**src/rtl/shift_seq_pkg.sv**
```systemverilog
// Shared definitions for the shift-register sequencer.
//   op_e    : command opcodes carried on CMD_OP
//   enb_e   : datapath mode codes driven on ENB (2'b11 is reserved and never used)
//   state_e : sequencer FSM states
package shift_seq_pkg;

    typedef enum logic [1:0] {
        OP_NOP  = 2'b00,
        OP_LOAD = 2'b01,
        OP_SHL  = 2'b10,
        OP_SHR  = 2'b11
    } op_e;

    typedef enum logic [1:0] {
        ENB_SHIFT = 2'b00,
        ENB_LOAD  = 2'b01,
        ENB_HOLD  = 2'b10
    } enb_e;

    typedef enum logic [1:0] {
        ST_IDLE,
        ST_LOAD,
        ST_SHIFT,
        ST_FIN
    } state_e;

endpackage

```
**src/rtl/shift_seq_cnt.sv**
```systemverilog
// Loadable shift-count down-counter.
//   clk_i  : clock (rising edge)
//   rst_i  : synchronous active-high reset, clears the count
//   load_i : load cnt_i (saturated to WIDTH)
//   clr_i  : clear the count (abort); wins over load/dec
//   dec_i  : decrement by one, stops at zero
//   cnt_i  : requested shift count
//   last_o : count currently equals 1 (final shift cycle)
module shift_seq_cnt #(
    parameter int unsigned WIDTH = 4,
    parameter int unsigned CW    = 3
) (
    input  logic          clk_i,
    input  logic          rst_i,
    input  logic          load_i,
    input  logic          clr_i,
    input  logic          dec_i,
    input  logic [CW-1:0] cnt_i,
    output logic          last_o
);

    logic [CW-1:0] count_q;
    logic [CW-1:0] count_d;
    logic [CW-1:0] load_val;

    always_comb begin
        // A register of WIDTH bits never needs more than WIDTH shifts.
        load_val = (cnt_i > CW'(WIDTH)) ? CW'(WIDTH) : cnt_i;
        count_d  = count_q;
        if (clr_i) begin
            count_d = '0;
        end else if (load_i) begin
            count_d = load_val;
        end else if (dec_i && (count_q != '0)) begin
            count_d = count_q - CW'(1);
        end
    end

    always_ff @(posedge clk_i) begin
        if (rst_i) begin
            count_q <= '0;
        end else begin
            count_q <= count_d;
        end
    end

    assign last_o = (count_q == CW'(1));

endmodule

```
**src/rtl/shift_reg_sequencer.sv**
```systemverilog
// Command-driven sequencer for the condmux shift-register datapath.
// Accepts LOAD / SHIFT-LEFT / SHIFT-RIGHT / NOP commands over valid/ready,
// drives the datapath mode bus for the exact number of cycles and pulses
// DONE for one cycle on completion. All outputs are registered.
//   CLK, RESET          : clock, synchronous active-high reset
//   CMD_VALID/CMD_READY : command handshake (READY high only in IDLE)
//   CMD_OP/CNT/ROT/DATA : opcode, shift count, rotate select, load value
//   ABORT               : cancel an in-progress LOAD/SHIFT, no DONE
//   ENB, DIR, SEL       : datapath mode, shift direction, condmux select
//   PAR_OUT             : parallel load value (valid when ENB == LOAD)
//   BUSY, DONE          : operation in progress, one-cycle completion pulse
module shift_reg_sequencer
    import shift_seq_pkg::*;
#(
    parameter int unsigned WIDTH = 4,
    parameter int unsigned CW    = 3
) (
    input  logic             CLK,
    input  logic             RESET,
    input  logic             CMD_VALID,
    output logic             CMD_READY,
    input  logic [1:0]       CMD_OP,
    input  logic [CW-1:0]    CMD_CNT,
    input  logic             CMD_ROT,
    input  logic [WIDTH-1:0] CMD_DATA,
    input  logic             ABORT,
    output logic [1:0]       ENB,
    output logic             DIR,
    output logic             SEL,
    output logic [WIDTH-1:0] PAR_OUT,
    output logic             BUSY,
    output logic             DONE
);

    state_e           state_q;
    enb_e             enb_q;
    logic             dir_q;
    logic             sel_q;
    logic [WIDTH-1:0] par_q;
    logic             busy_q;
    logic             done_q;
    logic             ready_q;

    logic             accept;
    logic             shift_go;
    logic             active;
    logic             cnt_last;

    // ready_q is only ever set while in IDLE, so it alone qualifies acceptance.
    assign accept   = CMD_VALID && ready_q;
    assign shift_go = CMD_OP[1] && (CMD_CNT != '0);
    assign active   = (state_q == ST_LOAD) || (state_q == ST_SHIFT);

    shift_seq_cnt #(
        .WIDTH (WIDTH),
        .CW    (CW)
    ) u_cnt (
        .clk_i  (CLK),
        .rst_i  (RESET),
        .load_i (accept && shift_go),
        .clr_i  (active && ABORT),
        .dec_i  (state_q == ST_SHIFT),
        .cnt_i  (CMD_CNT),
        .last_o (cnt_last)
    );

    always_ff @(posedge CLK) begin
        if (RESET) begin
            state_q <= ST_IDLE;
            enb_q   <= ENB_HOLD;
            dir_q   <= 1'b0;
            sel_q   <= 1'b0;
            par_q   <= '0;
            busy_q  <= 1'b0;
            done_q  <= 1'b0;
            ready_q <= 1'b0;
        end else begin
            done_q <= 1'b0;
            unique case (state_q)
                ST_IDLE: begin
                    ready_q <= 1'b1;
                    if (accept) begin
                        ready_q <= 1'b0;
                        unique case (op_e'(CMD_OP))
                            OP_LOAD: begin
                                state_q <= ST_LOAD;
                                enb_q   <= ENB_LOAD;
                                par_q   <= CMD_DATA;
                                busy_q  <= 1'b1;
                            end
                            OP_SHL, OP_SHR: begin
                                if (shift_go) begin
                                    state_q <= ST_SHIFT;
                                    enb_q   <= ENB_SHIFT;
                                    dir_q   <= CMD_OP[0];
                                    sel_q   <= CMD_ROT;
                                    busy_q  <= 1'b1;
                                end else begin
                                    state_q <= ST_FIN;
                                    done_q  <= 1'b1;
                                end
                            end
                            default: begin
                                state_q <= ST_FIN;
                                done_q  <= 1'b1;
                            end
                        endcase
                    end
                end
                ST_LOAD, ST_SHIFT: begin
                    if (ABORT) begin
                        state_q <= ST_IDLE;
                        enb_q   <= ENB_HOLD;
                        busy_q  <= 1'b0;
                        ready_q <= 1'b1;
                    end else if ((state_q == ST_LOAD) || cnt_last) begin
                        state_q <= ST_FIN;
                        enb_q   <= ENB_HOLD;
                        busy_q  <= 1'b0;
                        done_q  <= 1'b1;
                    end
                end
                ST_FIN: begin
                    state_q <= ST_IDLE;
                    ready_q <= 1'b1;
                end
                default: begin
                    state_q <= ST_IDLE;
                    enb_q   <= ENB_HOLD;
                    busy_q  <= 1'b0;
                    ready_q <= 1'b0;
                end
            endcase
        end
    end

    assign CMD_READY = ready_q;
    assign ENB       = enb_q;
    assign DIR       = dir_q;
    assign SEL       = sel_q;
    assign PAR_OUT   = par_q;
    assign BUSY      = busy_q;
    assign DONE      = done_q;

endmodule

```
**config.mk**
```make
export PLATFORM = sky130hd
export DESIGN_NAME = shift_reg_sequencer
export DESIGN_NICKNAME = d
export VERILOG_FILES = /design/src/rtl/shift_seq_pkg.sv /design/src/rtl/shift_seq_cnt.sv /design/src/rtl/shift_reg_sequencer.sv
export SDC_FILE = /design/constraint.sdc
export NUM_CORES = 1
export LEC_CHECK = 0
export BUFFER_PORTS_ARGS = -buffer_cell sky130_fd_sc_hd__buf_2
export CAP_MARGIN = 10
export CELL_PAD_IN_SITES_DETAIL_PLACEMENT = 1
export CELL_PAD_IN_SITES_GLOBAL_PLACEMENT = 1
export CORE_MARGIN = 3
export CORE_UTILIZATION = 43
export CTS_BUF_LIST = sky130_fd_sc_hd__clkbuf_8
export DETAILED_ROUTE_END_ITERATION = 8
export PLACE_DENSITY = 0.83
export SYNTH_ARGS = -nofsm -noshare
export SYNTH_HDL_FRONTEND = slang
export SYNTH_SLANG_ARGS = --single-unit
```
**constraint.sdc**
```tcl
create_clock -name CLK -period 3.4 [get_ports CLK]
set_clock_uncertainty 0.2 [all_clocks]
set_input_delay 0.17 -clock CLK [delete_from_list [all_inputs] [get_ports CLK]]
set_output_delay 0.17 -clock CLK [all_outputs]
set_load 0.05 [all_outputs]
```
==> flow_summary.yaml <==
outcome:
  status: "finished clean"
power:
  p_sw_frac: 0.418
  total_power_mw: 0.810
  pwr_density_cell_mw_per_mm2: 708
  power_frac_comb: 0.473
  peakVddDrop_uv: 442
  power_frac_seq: 0.320
  power.internal_mw: 0.471
  clkPwrFrac: 0.207
  switchingPower_mw: 0.339
  total_leakage_power_nw: 0.501
yosys:
  synth.area.mux_share: 0.136
  syn_inst: 92
  synthFlopType: "dfxtp_1"
  synth-seq-area-share: 0.359
  synth_common_cells: "16 x dfxtp_1, 11 x mux2i_1, 11 x nor2_1, 8 x ha_1, 8 x inv_1"
  yosysMostFrequentCell: "dfxtp_1"
  syn_area_um2: 892
  yosys_warnings: 0
  syn_avg_cell_area_um2: 9.70
  synth.largest_area_cell: "dfxtp_1"
  synth-edff-count: 0
  synth-seq-cells: 16
  yosys.area_share.simple: 0.189
  post_synth_num_cell_types: 27
  synth.area.top_cells: "dfxtp_1 36%, mux2i_1 12%, ha_1 11%, nor2_1 4.6%, nor2b_1 3.5%"
  synth_compound_area_frac: 0.146
  synthesis.nets: 114
  yosysTopAreaCellShare: 0.359
  synth_adder_area_share: 0.112
  async_reset_ff_frac: 0
  synthXorXnorAreaFrac: 0.0196
  synth_top_family_by_area: "simple AND/OR/NAND/NOR gates"
setup_path:
  path_cells: "inv_1 -> ha_1 -> nor2b_1 -> a32oi_2 -> nand2_1 -> mux2_1"
  crit_path_max_incr_delay_ps: 380
  crit_path_start_kind: "flip-flop"
  arrival_ps: 2090
  critPathCaptureType: "flip-flop"
  crit_fanout: 5
  reg2regPathDepth: 6
  cpMaxStageDelayCell: "dfxtp_1"
  worstSetupPathType: "reg -> reg"
  crit_required_ps: 3330
timing:
  slew_viol_final: 0
  final.period_utilization: 0.636
  timing.setup.tns_ps: 0
  slew_headroom: 0.691
  fmax_mhz: 462
  rsz0062_at_grt: "false"
  hold_viol_final: 0
  max_slew.worst_pin.slew_ps: 461
  setup_viol: 0
  fin_crit_ps: 2160
clocking:
  cts_buffer_depth: 2
  h-tree-depth: 1
  cts_tree: "built"
  path_clk_slew_ps: 60
  ctsResizeCount: 0
  root_buffer: "clkbuf_8"
  cts_made_buffers: 3
  cts.sinks: 16
  clk_latency_ps: 250
placed_design:
  placement.cell_area_mm2: 0.00104
  gp_congestion: 0.804
  portBuffers: 24
  dp_hpwl_um: 1690
floorplanning:
  initial_core_util: 0.485
  dieArea_mm2: 0.00266
  die_width_um: 51.6
  boundaryPins: 25
  coreArea_mm2: 0.00184
  die_y_um: 51.6
  row_count: 15
cells_and_area:
  design_area_mm2: 0.00114
  fin_nets: 147
  drive_gt1_frac: 0.282
  seqCellArea_um2: 320
  multi_input_area_um2: 538
  area_growth_syn_to_layout_pct: 28.3
  antenna_cells: 0
  nFillCells: 219
global_routing:
  grt_pass1_wl_um: 4150
  grt_pass1_vias: 878
  grt_usage: 0.211
  gr-total-overflow: 0
  antenna_found_initial: 0
  grt_max_degree: 15
detailed_routing:
  vias: 772
  drtIter0Drc: 3
  drc: 0
  drtAntennaViolNets: 0
  routedWlPerCell_um: 15.7
  routed_wl_um: 2340
  routed_via_density: 5.18
  first_pass_iters: 4
min_path:
  hold_depth: 3
  hold_path.class: "in -> reg"
job:
  drv_cap: 0
==> critical path, delay by kind of cell (launching register included) <==
kind,cells,cell delay [ps]
multiplexers,1,350
buffers and inverters,1,100
flip-flops,1,380
AND/OR/NAND/NOR,2,300
AO/OA/AOI/OAI,1,350
adder cells (fa/ha/maj),1,360
==> sequential cells by signal (all words and copies together), names as in the netlist <==
signal and count:
state_q 2, DONE 1, u_cnt.count_q 3, BUSY 1, PAR_OUT 4, DIR 1, CMD_READY 1, ENB 2
SEL 1
==> metrics by stage <==
step	hold slack [ps]	instances	worst slack, ps	utilization
finish	13.3	149	1240	0.622
global route	59.8	149	1110	0.622
CTS	8.50	149	1240	0.622
detailed placement	219	140	1250	0.565
global placement	202	140	1380	0.565
floorplan	117	92	1450	-
==> cells by family (layout without fill, tap and decap cells) <==
logic type               count (synthesis)  in the layout
multiplexers                            12             12
adder cells (fa/ha/maj)                  8              8
buffers and inverters                    9             41
XOR/XNOR                                 2              2
AO/OA/AOI/OAI                           16             16
flip-flops                              16             16
AND/OR/NAND/NOR                         29             29
==> layout make-up <==
type	instances	area share
clock buffers	4	0.0481
inverters	8	0.0262
multi-input cells	67	0.470
flip-flops and latches	16	0.280
well taps	25	0.0273
repair buffers	29	0.149
==> placed cells by master, fill, tap and decap left out, types with 2 or more instances in the layout <==
master         Yosys  final
dfxtp_1           16     16
dlygate4sd3_1      0      5
nand2b_1           2      2
clkbuf_8           0      4
inv_1              8      8
nand2_1            2      2
nor2_1            11     11
buf_2              0     24
ha_1               8      8
mux2i_1           11     11
nor3_1             4      4
o211ai_1           3      3
a211oi_1           2      2
nor2b_1            5      5
xnor2_1            2      2
a21oi_1            4      4
==> per-layer routing <==
| layer | vias to the layer above | part of all wire | global-route usage |
|---|---|---|---|
| met2 | 18 | 0.53 | 0.381 |
| met5 | - | 0 | 0 |
| met3 | 5 | 0.036 | 0.0401 |
| li1 | 383 | - | - |
| met1 | 366 | 0.42 | 0.245 |
| met4 | 0 | 0.017 | 0.0786 |
==> path summary, 6_finish.rpt <==
| kind | start | end | slack [ps] |
|---|---|---|---|
| setup / recovery | state_q[0]$_SDFFE_PP0P_ | ENB[0]$_SDFFE_PP0P_ | 1240 |
| hold / removal | CMD_OP[0] | DIR$_SDFFE_PP0P_ | 10 |
| setup reg to reg | state_q[0]$_SDFFE_PP0P_ | ENB[0]$_SDFFE_PP0P_ | 1240 |
| hold reg to reg | ENB[1]$_SDFFE_PP1P_ | ENB[1]$_SDFFE_PP1P_ | 260 |
==> power by group through the flow <==
stage	clock [mW]	combinational [mW]	sequential, mW
floorplan	0	0.216	0.332
global placement	0	0.360	0.259
detailed placement	0	0.374	0.262
CTS	0.172	0.384	0.259
global route	0.184	0.418	0.265
finish	0.168	0.383	0.259
==> repair_timing <==
action,4_1_cts,5_1_grt
hold buffers,5,0
setup endpoints to repair,0,0
setup buffers,0,0
hold endpoints to repair,5,0
Power figures use the tool's default switching activity.
